$ cat config.mk
export PLATFORM = sky130hd
export DESIGN_NAME = fixed2float
export DESIGN_NICKNAME = d
export VERILOG_FILES = /design/src/rtl/fixed2float_pkg.sv /design/src/rtl/fixed2float_lzd44.sv /design/src/rtl/fixed2float.sv
export SDC_FILE = /design/constraint.sdc
export NUM_CORES = 1
export LEC_CHECK = 0
export CORE_ASPECT_RATIO = 1.75
export CORE_MARGIN = 5
export CORE_UTILIZATION = 55
export CTS_CLUSTER_DIAMETER = 200
export DETAILED_ROUTE_END_ITERATION = 7
export GPL_ROUTABILITY_DRIVEN = 1
export PLACE_DENSITY = 0.78
export SLEW_MARGIN = 25
export SYNTH_ARGS = -nofsm -noshare
export SYNTH_HDL_FRONTEND = slang
export SYNTH_SLANG_ARGS = --single-unit
$ cat constraint.sdc
create_clock -name clk -period 5.8 [get_ports clk]
set_input_delay 0.58 -clock clk [delete_from_list [all_inputs] [get_ports clk]]
set_output_delay 0.58 -clock clk [all_outputs]
set_load 0.005 [all_outputs]
$ cat src/rtl/fixed2float_pkg.sv
// Shared constants, payload types and helpers for the fp16 <-> Q18.25 fixed-point converters.
package fixed2float_pkg;

  localparam int unsigned FIX_W      = 44;
  localparam int unsigned FRAC_W     = 25;
  localparam int unsigned FP_EXP_W   = 5;
  localparam int unsigned FP_MAN_W   = 10;
  localparam int unsigned FP_BIAS    = 15;
  localparam int unsigned FP_W       = 1 + FP_EXP_W + FP_MAN_W;
  localparam logic [14:0] FP_SAT_MAG = 15'h7FFF;

  localparam int unsigned POS_W      = 6;
  localparam int unsigned EXP_FULL_W = 7;
  localparam int unsigned FP_EXP_MAX = (1 << FP_EXP_W) - 1;
  // Leading-one position p maps to exponent p - EXP_OFS (LSB weight 2^-FRAC_W, bias FP_BIAS)
  localparam int unsigned EXP_OFS    = FRAC_W - FP_BIAS;

  // Bit positions inside the magnitude once its leading one sits at the MSB
  localparam int unsigned NORM_MAN_HI = FIX_W - 2;
  localparam int unsigned NORM_MAN_LO = FIX_W - 1 - FP_MAN_W;
  localparam int unsigned NORM_GRD    = NORM_MAN_LO - 1;

  typedef struct packed {
    logic                 sign;
    logic [FP_EXP_W-1:0]  exp;
    logic [FP_MAN_W-1:0]  man;
  } fp16_t;

  typedef struct packed {
    logic              sign;
    logic              zero;
    logic [FIX_W-1:0]  mag;
  } s1_t;

  typedef struct packed {
    logic              sign;
    logic              zero;
    logic [POS_W-1:0]  pos;
    logic [FIX_W-1:0]  mag;
  } s2_t;

  // Unsigned magnitude of a two's-complement word; the most negative value maps to 2^(FIX_W-1)
  function automatic logic [FIX_W-1:0] fix_mag(input logic [FIX_W-1:0] x);
    return x[FIX_W-1] ? ((~x) + FIX_W'(1)) : x;
  endfunction

endpackage

$ cat src/rtl/fixed2float_lzd44.sv
// Combinational 44-bit leading-one detector: position of the highest set bit plus an all-zero flag.
module lzd44
  import fixed2float_pkg::*;
(
  input  logic [FIX_W-1:0] vec,
  output logic [POS_W-1:0] pos_c,
  output logic             zero_c
);

  // Ascending scan so the highest set bit wins
  always_comb begin
    pos_c = '0;
    for (int i = 0; i < int'(FIX_W); i++) begin
      if (vec[i]) pos_c = POS_W'(i);
    end
  end

  assign zero_c = ~|vec;

endmodule

$ cat src/rtl/fixed2float.sv
// Q18.25 fixed-point to fp16 converter: 3-stage pipeline (magnitude, leading-one, round/pack)
// under a single global stall with valid/ready handshakes.
module fixed2float
  import fixed2float_pkg::*;
(
  input  logic             clk,
  input  logic             reset_n,
  input  logic [FIX_W-1:0] fixed_in,
  input  logic             valid_in,
  output logic             ready_o,
  output logic [FP_W-1:0]  float_out,
  output logic             valid_out,
  input  logic             ready_i,
  output logic             ovf_o,
  output logic             unf_o
);

  logic advance;
  assign advance = ready_i | ~valid_out;
  assign ready_o = advance;

  s1_t              s1;
  logic             s1_valid;
  s2_t              s2;
  logic             s2_valid;
  logic [POS_W-1:0] lzd_pos;
  logic             lzd_zero;

  // Stage 1: sign, magnitude, zero flag
  always_ff @(posedge clk or negedge reset_n) begin
    if (!reset_n) begin
      s1_valid <= 1'b0;
      s1       <= '0;
    end else if (advance) begin
      s1_valid <= valid_in;
      s1.sign  <= fixed_in[FIX_W-1];
      s1.zero  <= ~|fixed_in;
      s1.mag   <= fix_mag(fixed_in);
    end
  end

  lzd44 u_lzd (
    .vec    (s1.mag),
    .pos_c  (lzd_pos),
    .zero_c (lzd_zero)
  );

  // Stage 2: leading-one position
  always_ff @(posedge clk or negedge reset_n) begin
    if (!reset_n) begin
      s2_valid <= 1'b0;
      s2       <= '0;
    end else if (advance) begin
      s2_valid <= s1_valid;
      s2.sign  <= s1.sign;
      s2.zero  <= s1.zero | lzd_zero;
      s2.pos   <= lzd_pos;
      s2.mag   <= s1.mag;
    end
  end

  // Stage 3 datapath: normalize so the leading one lands on the MSB, then round-to-nearest-even
  logic [FIX_W-1:0]      norm_c;
  logic                  zero_c;
  logic                  guard_c;
  logic                  sticky_c;
  logic                  round_up_c;
  logic [FP_MAN_W:0]     man_sum_c;
  logic [EXP_FULL_W-1:0] exp_full_c;
  fp16_t                 res_c;
  logic                  ovf_c;
  logic                  unf_c;

  assign norm_c     = s2.mag << (POS_W'(FIX_W - 1) - s2.pos);
  assign zero_c     = s2.zero | ~norm_c[FIX_W-1];
  assign guard_c    = norm_c[NORM_GRD];
  assign sticky_c   = |norm_c[NORM_GRD-1:0];
  assign round_up_c = guard_c & (sticky_c | norm_c[NORM_MAN_LO]);
  assign man_sum_c  = {1'b0, norm_c[NORM_MAN_HI:NORM_MAN_LO]} + (FP_MAN_W + 1)'(round_up_c);
  assign exp_full_c = EXP_FULL_W'(s2.pos) + EXP_FULL_W'(man_sum_c[FP_MAN_W])
                    - EXP_FULL_W'(EXP_OFS);

  // Classify: zero, too small, saturate, collision with the zero code, or normal
  always_comb begin
    res_c = '0;
    ovf_c = 1'b0;
    unf_c = 1'b0;
    if (!zero_c) begin
      if (s2.pos < POS_W'(EXP_OFS)) begin
        unf_c = 1'b1;
      end else if (exp_full_c > EXP_FULL_W'(FP_EXP_MAX)) begin
        res_c = {s2.sign, FP_SAT_MAG};
        ovf_c = 1'b1;
      end else if ((exp_full_c == '0) && (man_sum_c[FP_MAN_W-1:0] == '0)) begin
        unf_c = 1'b1;
      end else begin
        res_c.sign = s2.sign;
        res_c.exp  = exp_full_c[FP_EXP_W-1:0];
        res_c.man  = man_sum_c[FP_MAN_W-1:0];
      end
    end
  end

  // Stage 3 output register; flags are qualified so bubbles never carry them
  always_ff @(posedge clk or negedge reset_n) begin
    if (!reset_n) begin
      valid_out <= 1'b0;
      float_out <= '0;
      ovf_o     <= 1'b0;
      unf_o     <= 1'b0;
    end else if (advance) begin
      valid_out <= s2_valid;
      float_out <= res_c;
      ovf_o     <= s2_valid & ovf_c;
      unf_o     <= s2_valid & unf_c;
    end
  end

endmodule

==> results of run 1 <==
path summary, 6_finish.rpt:
path                               start       endpoint  slack, ns  cells past startpoint
hold / removal                   reset_n   float_out[5]       0.02                      1
setup / recovery                  s2[47]  float_out[15]       0.25                     19
hold reg to reg            float_out[13]  float_out[13]       0.46                      2
setup reg to reg                  s2[47]  float_out[15]       0.25                     19
min in group clk           float_out[13]  float_out[13]       0.46                      2
max in group asynchronous        reset_n         s2[44]       4.77                      2
flip-flops by register name (all words and copies together) (netlist names):
signal	cells
unf_o	1
s2	52
s1	46
valid_out	1
ovf_o	1
s2_valid	1
float_out	16
s1_valid	1
what timing repair did:
item,CTS,global route
setup endpoints to repair,0,1
setup buffers,0,1
endpoints found under the hold margin,0,0
critical path, delay by kind of cell (launching register included):
family	cells	cell delay, ns
AND/OR/NAND/NOR	8	2.47
adder cells (fa/ha/maj)	4	1.28
AO/OA/AOI/OAI	3	0.54
multiplexers	2	0.52
flip-flops	1	0.49
buffers and inverters	2	0.10
synth_stat cells, types with 4 or more instances:
cell / count / share of area, %
nand2_1: 280 / 11
dfrtp_1: 119 / 30
o21ai_0: 92 / 4.6
mux4_2: 62 / 14
nor2_1: 56 / 2.1
xor2_1: 48 / 4.2
mux2i_1: 41 / 4.1
a21oi_1: 40 / 2.0
clkbuf_1: 39 / 1.5
nand3_1: 22 / 1.1
inv_1: 19 / 0.72
o31ai_1: 18 / 1.4
buf_2: 17 / 0.86
nor3_1: 17 / 0.86
nor4_1: 17 / 1.1
o21ai_1: 16 / 0.81
mux2_2: 15 / 1.7
a211oi_1: 11 / 0.83
nor2b_1: 11 / 0.69
buf_4: 10 / 0.76
or4_1: 10 / 0.76
o41ai_1: 9 / 0.79
o22ai_1: 8 / 0.50
buf_1: 7 / 0.26
nand2b_1: 7 / 0.44
nand4_1: 7 / 0.44
xnor2_1: 7 / 0.62
and3_1: 6 / 0.38
ha_1: 6 / 0.76
a22oi_1: 5 / 0.38
and2_1: 5 / 0.32
o211ai_1: 5 / 0.38
or3_1: 5 / 0.32
a2111oi_0: 4 / 0.35
a21boi_0: 4 / 0.30
a32o_1: 4 / 0.40
nand4b_1: 4 / 0.35
placed cells by master (no fill, tap or decap), drive strengths merged, types with 22 or more instances in the layout:
master | netlist | layout
mux2i | 41 | 41
nand3 | 22 | 22
a21oi | 41 | 41
xor2 | 48 | 48
nand2 | 280 | 280
o21ai | 108 | 108
inv | 22 | 22
nor2 | 56 | 56
buf | 40 | 35
mux4 | 65 | 65
dfrtp | 119 | 119
clkdlybuf4s50 | 0 | 66
cell type report:
class,count,area [µm²]
fill,1506,6479
timing repair buffer,101,955.9
clock inverter,12,175.2
tap,234,292.8
multi-input combinational,908,6460
inverter,23,86.33
sequential,119,2987
clock buffer,20,456.7
cells by family after synthesis:
kind of cell               share of synthesized area [%]
buffers and inverters                              5.207
xor gates and xnor gates                           4.854
DFF                                                30.01
AOI/OAI and AO/OA                                  17.59
adders and majority gates                         0.7564
and+or+nand+nor                                    20.66
muxes                                              20.93
report_power, final:
group / switching, mW / internal, mW / total (mW)
logic: 2.51 / 2.01 / 4.52
clock network: 0.386 / 0.739 / 1.12
registers: 0.517 / 1.11 / 1.63
routing by layer:
metal  wire, µm  part of all wire (%)  vias up  GRT usage [%]
li1           -                     -     4237              -
met1      10410                    35     4394          30.67
met2      15580                    52      448          50.81
met3       1594                   5.4      133          3.875
met4       2200                   7.4        0          18.74
met5          0                     0        -              0
per-stage QoR:
stage,utilization (%),power [mW]
after global routing,63.79,7.675
final,63.79,7.275
after detailed placement,60.17,6.013
after CTS,63.71,7.167
after floorplan,-,4.701
after global placement,60.17,5.940
==> out/results.ini, run 1 <==
[outcome]
status = complete, no violations

[critical_path]
end_kind = flip-flop
cp_max_fo = 18
crit_arrival_ns = 5.86
max_stage_delay_ns = 0.69
cp.required_ns = 6.11
crit_path_start_kind = flip-flop
worstSetupPathType = reg2reg
cp_cell_sequence = ha_4, mux4_2, mux4_2, a21boi_0, a211oi_1, nor2_1, ha_2, nand3_1, or4b_2, nor2_1, ha_1, inv_1, ha_1, inv_1, or4_1, or4_1, nor3_2, nand3_1, a32o_1
slowest_stage = or4b_2

[sta]
setup_viol = 0
hold_viol = 0
setup_tns_ns = 0
worst_pin_slew_ns = 0.9142
fmax_mhz = 180.3
rsz0062_at_grt = false
fin_ws_ns = 0.2525
hold_ws_ns = 0.02146
slew_violations = 0
fin_crit_ns = 5.547
skew_ns = 0.01001
post-route-period-util_pct = 95.65
slew_headroom_pct = 39.05

[route]
finalWirelength_um = 29780
drtIter0Drc = 860
drt_first_pass_iters = 5
vias_per_cell = 6.501
ant_nets = 0
vias = 9212
wl_per_cell_um = 21.02
drc = 0

[clock_tree]
numCtsBuffers = 17
root_buffer = clkbuf_16
htreeDepth = 4
cts_tree = built
hold_buffers = 0
numClockSinks = 119
clock_path_buffers = 2
post_cts_resized = 0
insertion_delay_ns = 0.43
path_clk_slew_ns = 0.06

[placed_design]
port_buffers = 67
place_inst = 1384
hpwl_um = 21830
gp_congestion = 1.005
placedInstanceArea_mm2 = 0.01077
dp_worst_setup_slack_ns = 0.2367

[floorplan]
die-area_mm2 = 0.02094
rows = 65
start_util_pct = 55.47
chipHeight_um = 187.7
die_x_um = 111.5
core-area_mm2 = 0.01789
io_pins = 68

[synthesis]
yosysUniqueCellTypes = 84
synthArstFlopShare_pct = 100.0
synth_warnings = 0
synth_cells = 1129
synth-seq-area-share_pct = 30.01
syn-num-nets = 1183
synth-main-ff-cell = dfrtp_1
synth-edff-count = 0
syn_area_mm2 = 0.009925
synth.avg_cell_area_um2 = 8.791
ys_seq_elements = 119

[cells_and_area]
nets = 1224
postLayoutCellArea_mm2 = 0.01141
drive_gt1_share_pct = 14.29
fin_cells = 1417
area_growth_pct = 15.00
n_antenna_cell = 0

[power_and_ir_drop]
peakVddDrop_v = 0.0002980
leakage_nw = 4.682
pwr_density_cell_mw_per_mm2 = 637.4

[global_routing]
overflow = 0
grt_max_degree = 109
grt_pass1_vias = 8923
grt_pass1_wl_um = 47430
antenna_found_initial = 0
track_usage_pct = 28.31

[job]
cap_violations = 0

[hold_path]
min_path_type = in2async

No activity file was read; power rests on OpenSTA's default activity.
==> run 2, diff against run 1 <==
- PLACE_DENSITY: 0.78 -> 0.75
- clock period: 5.8 -> 5.83 ns (I/O delays scaled with it)
==> run 2 against run 1 <==
  * Clock power rose by 9%
  * Core utilization rose by 0.37 points
  * Die area did not move
  * Power rose by 1.3%
  * Routed wire length up 0.82%
  * Sequential share of layout area is 0.15 points lower
  * Final cell count about the same
  * Worst hold slack better by 0.17 ns
  * Largest power group unchanged
  * Highest routed layer unchanged
==> out/results.ini, run 2 (synthesized netlist as in run 1, its figures left out) <==
[outcome]
status = complete, no violations

[floorplan]
rows = 65  ; unchanged
io_pins = 68  ; unchanged
chipHeight_um = 187.7  ; unchanged
die-area_mm2 = 0.02094  ; unchanged
start_util_pct = 55.47  ; unchanged
core-area_mm2 = 0.01789  ; unchanged
die_x_um = 111.5  ; unchanged

[critical_path]
crit_arrival_ns = 5.75  ; -0.11 ns
crit_path_start_kind = flip-flop
cp_max_fo = 17  ; -1
ff2ff_setup_slack_ns = 0.39  ; +0.14 ns
cp.required_ns = 6.13  ; +0.02 ns
slowest_stage = or4b_2
cp_cell_sequence = inv_2, ha_4, buf_8, mux4_2, mux2i_1, or2_1, a221oi_1, nand3_1, or4b_2, nor2_1, ha_1, inv_1, ha_1, inv_1, or4_1, or4_1, nor3_2, nand3_1, a32o_1
max_stage_delay_ns = 0.69  ; about the same
end_kind = flip-flop
worstSetupPathType = reg2reg

[route]
drt_first_pass_iters = 5  ; unchanged
vias_per_cell = 6.393  ; -1.7%
drc = 0  ; unchanged
finalWirelength_um = 30020  ; +0.82%
wl_per_cell_um = 21.20  ; +0.89%
ant_nets = 0  ; unchanged
vias = 9053  ; -1.7%
drtIter0Drc = 752  ; -13%

[cells_and_area]
final_util_pct = 64.16  ; +0.37 points
n_antenna_cell = 0  ; unchanged
nets = 1223  ; -0.082%
reg_top3 = s2 (52), s1 (46), float_out (16)
largest_reg_flops = 52  ; unchanged
fillers = 1532  ; +1.7%
layout_common_cells = nand2_1 (280), dfrtp_1 (116), o21ai_0 (92), clkdlybuf4s50_1 (66), mux4_2 (62)
mostFrequentLayoutCell = nand2_1
fin_cells = 1416  ; -0.071%
area_growth_pct = 15.67
top_register = s2
drive_gt1_share_pct = 14.38  ; +0.097 points

[sta]
hold_ws_ns = 0.1882  ; +0.1667 ns
rsz0062_at_grt = false
slew_violations = 0  ; unchanged
fin_crit_ns = 5.441  ; -0.1069 ns
post-route-period-util_pct = 93.32  ; -2.3 points
slew_headroom_pct = 20.28  ; -19 points
skew_ns = 0.005938  ; -0.004074 ns
setup_viol = 0  ; unchanged
setup_tns_ns = 0  ; unchanged
worst_pin_slew_ns = 1.185  ; +0.2707 ns
hold_viol = 0  ; unchanged
fmax_mhz = 183.8  ; +2.0%

[job]
cap_violations = 0  ; unchanged

[global_routing]
grt_pass1_vias = 9059  ; +1.5%
grt_pass1_wl_um = 48080  ; +1.4%
grt_max_degree = 97  ; -11%
antenna_found_initial = 0  ; unchanged
track_usage_pct = 28.89  ; +0.58 points
overflow = 0  ; unchanged

[power_and_ir_drop]
switching_share_pct = 46.80  ; -0.15 points
pwr_density_cell_mw_per_mm2 = 642.0  ; +0.72%
power_mw = 7.371  ; +1.3%
comb_power_share_pct = 61.6  ; -0.6 points
p_clk_share_pct = 16.5  ; +1.0 points
p_int_mw = 3.921  ; +1.6%
peakVddDrop_v = 0.0002649  ; -11%
p_seq_share_pct = 21.9  ; -0.5 points
p_sw_mw = 3.449  ; +0.98%
leakage_nw = 4.713  ; +0.67%

[clock_tree]
root_buffer = clkbuf_16
htreeDepth = 4  ; unchanged
insertion_delay_ns = 0.42  ; about the same
numCtsBuffers = 17  ; unchanged
path_clk_slew_ns = 0.06  ; about the same
cts_tree = built
hold_buffers = 0  ; unchanged
clock_path_buffers = 2  ; unchanged
numClockSinks = 119  ; unchanged

[placed_design]
hpwl_um = 22580  ; +3.4%
port_buffers = 67  ; unchanged
gp_congestion = 0.9544  ; -5.0%
place_inst = 1383  ; -0.072%

[hold_path]
min_path_type = in2async

## run 2: cell count changes in the layout (fill, tap and decap cells not counted), moves of 2 or more
cell and change:
buf_4 -3, bufinv_16 +2, clkbuf_8 -2, clkinv_2 -3, clkinvlp_4 -3, inv_6 +6
## run 2: layout make-up
type	instances	area, µm²	area share [%]
clock buffers	17	425.4	3.706
clock inverters	15	261.5	2.278
inverters	23	86.33	0.7520
multi-input cells	908	6462	56.29
flip-flops and latches	119	2987	26.02
well taps	234	292.8	2.550
repair buffers	100	964.7	8.403
## run 2: worst max-delay path, delay by kind of cell (launching register included)
family,cells,cell delay (ns)
AO/OA/AOI/OAI,2,0.72
adder cells (fa/ha/maj),3,0.93
buffers and inverters,4,0.40
flip-flops,1,0.48
multiplexers,2,0.28
AND/OR/NAND/NOR,8,2.51
## run 2: routing by layer
metal | track usage (%) | up-vias | share of wire (%)
met5 | 0 | - | 0
met1 | 31.28 | 4337 | 35
li1 | - | 4244 | -
met4 | 15.55 | 0 | 5.7
met2 | 53.51 | 367 | 54
met3 | 4.165 | 105 | 5.1
## run 2: metrics by stage
stage / setup slack, ns / cell area [µm²]
3_5_place_dp: 0.3928 / 10770
5_1_grt: 0.01771 / 11480
4_1_cts: 0.2797 / 11460
3_3_place_gp: 0.4541 / 10770
6_report: 0.3895 / 11480
2_1_floorplan: 0.03962 / 9957
## run 2: power by group through the flow
stage               logic, mW  clock network (mW)  registers (mW)
floorplan                3.30                   0            1.38
global placement         4.43                   0            1.59
detailed placement       4.45                   0            1.60
CTS                      4.48                1.23            1.59
global route             4.91                1.27            1.65
finish                   4.54                1.22            1.61
## run 2: final timing paths
| kind | depth (start not counted) | from | to |
|---|---|---|---|
| setup / recovery | 19 | s2[46] | float_out[15] |
| hold / removal | 1 | reset_n | s2[2] |
| setup reg to reg | 19 | s2[46] | float_out[15] |
| hold reg to reg | 2 | float_out[5] | float_out[5] |
| max in group asynchronous | 2 | reset_n | s2[45] |
| min in group clk | 2 | float_out[5] | float_out[5] |
## run 2: timing repair
action / in CTS / in global routing
buffers inserted: 0 / 1
endpoints found under the hold margin: 0 / 0
resized for setup: 0 / 1
endpoints found under the setup margin: 0 / 1
==> run 3, diff against run 2 <==
- CAP_MARGIN: default -> 20
- PLACE_DENSITY: 0.75 -> 0.86
==> run 3 against run 2 <==
  * The flow now finishes with violations (DRC)
  * Worst hold slack improved by 0.072 ns
  * Setup slack worse by 0.20 ns
  * Critical endpoint unchanged
  * Core utilization about the same
  * Non-clock buffer count grew 3
  * Clock skew increased by 0.0035 ns
  * Combinational power is 3% higher
  * Sequential share of layout area about the same
  * Largest cell class unchanged
  * Largest power group unchanged
  * Count of clock-buffer cells in the layout rose by 4
  * First-iteration DRC count increased by 40%
  * Cell area barely moved
  * Clock power decreased by 7%
  * Power grew 0.96%
==> out/results.ini, run 3 (synthesized netlist as in run 1, its figures left out) <==
[sta]
setup_viol = 0  ; unchanged
setup_tns_ns = 0  ; unchanged
post-route-period-util_pct = 96.80  ; +3.5 points
hold_viol = 0  ; unchanged
worst_pin_slew_ns = 1.050  ; -0.1353 ns
slew_headroom_pct = 29.39  ; +9.1 points
skew_ns = 0.009453  ; +0.003516 ns
slew_violations = 0  ; unchanged
rsz0062_at_grt = false
fmax_mhz = 177.2  ; -3.6%
fin_crit_ns = 5.644  ; +0.2031 ns

[clock_tree]
numClockSinks = 119  ; unchanged
hold_buffers = 0  ; unchanged
htreeDepth = 4  ; unchanged
path_clk_slew_ns = 0.06  ; about the same
clock_path_buffers = 2  ; unchanged
cts_tree = built
root_buffer = clkbuf_16
numCtsBuffers = 17  ; unchanged
insertion_delay_ns = 0.42  ; about the same

[cells_and_area]
final_util_pct = 64.12  ; about the same
area_growth_pct = 15.60  ; about the same
top_register = s2
reg_top3 = s2 (52), s1 (46), float_out (16)
nets = 1226  ; +0.25%
n_antenna_cell = 0  ; unchanged
postLayoutCellArea_mm2 = 0.01147  ; about the same
mostFrequentLayoutCell = nand2_1
drive_gt1_share_pct = 14.68  ; +0.30 points
layout_common_cells = nand2_1 (280), dfrtp_1 (116), o21ai_0 (92), clkdlybuf4s50_1 (66), mux4_2 (62)
largest_reg_flops = 52  ; unchanged

[critical_path]
ff2ff_setup_slack_ns = 0.19  ; -0.20 ns
cp_cell_sequence = inv_2, ha_4, buf_8, buf_12, nand2_1, a211oi_1, nor3_1, mux2i_1, o22ai_1, nand4b_1, nor2_1, ha_1, inv_1, ha_1, inv_1, or4_1, or4_1, nor3_2, nand3_1, a32o_1
crit_path_start_kind = flip-flop
r2r_start = s2[46]
r2r_end = float_out[15]
end_kind = flip-flop
crit_arrival_ns = 5.95  ; +0.20 ns
worstSetupPathType = reg2reg
cp_max_fo = 17  ; unchanged
crit_cells = 20  ; +1
crit_family = simple AND/OR/NAND/NOR gates
ff2ff_path_depth = 20  ; +1
critPathBufInv = 5  ; +1
max_stage_delay_ns = 0.58  ; -0.11 ns
slowest_stage = nor3_1
cp.required_ns = 6.13  ; about the same

[route]
ant_nets = 0  ; unchanged
vias = 9363  ; +3.4%
vias_per_cell = 6.598  ; +3.2%
drc = 1  ; +1
wl_per_cell_um = 21.94  ; +3.5%
finalWirelength_um = 31140  ; +3.7%
drtIter0Drc = 1052  ; +40%
drt_first_pass_iters = 8  ; +3

[outcome]
violations = DRC
status = finished, violations left

[global_routing]
antenna_found_initial = 0  ; unchanged
grt_pass1_vias = 9114  ; +0.61%
grt_max_degree = 115  ; +19%
grt_pass1_wl_um = 49110  ; +2.1%
overflow = 0  ; unchanged
track_usage_pct = 29.57  ; +0.68 points

[placed_design]
gp_congestion = 0.9847  ; +3.2%
hpwl_um = 23440  ; +3.8%
port_buffers = 67  ; unchanged
placedInstanceArea_mm2 = 0.01080  ; +0.30%

[floorplan]
die-area_mm2 = 0.02094  ; unchanged
rows = 65  ; unchanged
die_x_um = 111.5  ; unchanged
core-area_mm2 = 0.01789  ; unchanged
io_pins = 68  ; unchanged
chipHeight_um = 187.7  ; unchanged
start_util_pct = 55.47  ; unchanged

[job]
cap_violations = 0  ; unchanged

[power_and_ir_drop]
power_mw = 7.441  ; +0.96%
peakVddDrop_v = 0.0002739  ; +3.4%
leakage_nw = 4.702  ; -0.24%
pwr_density_cell_mw_per_mm2 = 648.6  ; +1.0%

[hold_path]
min_path_type = in2async

==> run 3: power breakdown <==
| group | switching (mW) | internal, mW |
|---|---|---|
| sequential | 0.523 | 1.10 |
| combinational | 2.64 | 2.04 |
| clock | 0.378 | 0.749 |
==> run 3: layout make-up <==
type	instances	area (µm²)
Timing Repair Buffer	103	996.0
Tap cell	234	292.8
Sequential cell	119	2984
Multi-Input combinational cell	908	6472
Fill cell	1447	6420
Clock inverter	11	170.2
Inverter	23	86.33
Clock buffer	21	470.5
==> run 3: routing by layer <==
layer  share of wire (%)  track usage (%)  vias up
li1                    -                -     4237
met1                  33            30.64     4493
met2                  52            52.77      482
met3                 5.9            4.133      151
met4                 9.4            23.19        0
met5                   0                0        -
==> run 3: how the worst max path moves through the flow <==
stage               startpoint       endpoint  slack (ns)
floorplan               s2[46]  float_out[15]        0.04
global placement        s2[46]  float_out[15]        0.25
detailed placement      s2[46]  float_out[15]        0.13
CTS                     s2[46]  float_out[15]        0.13
global route            s2[46]  float_out[15]        0.04
finish                  s2[46]  float_out[15]        0.19
==> run 3: stage by stage <==
| stage | setup slack [ns] | hold WS [ns] | instances |
|---|---|---|---|
| 6_report | 0.1864 | 0.2598 | 1419 |
| 5_1_grt | 0.03798 | 0.3493 | 1419 |
| 4_1_cts | 0.1279 | 0.2980 | 1418 |
| 3_5_place_dp | 0.1315 | 0.4556 | 1386 |
| 3_3_place_gp | 0.2507 | 0.4481 | 1386 |
| 2_1_floorplan | 0.03962 | 0.2874 | 1129 |
==> run 3: repair_timing <==
| action | CTS | global route |
|---|---|---|
| setup buffers | 0 | 1 |
| resized for setup | 0 | 3 |
| endpoints found under the setup margin | 0 | 2 |
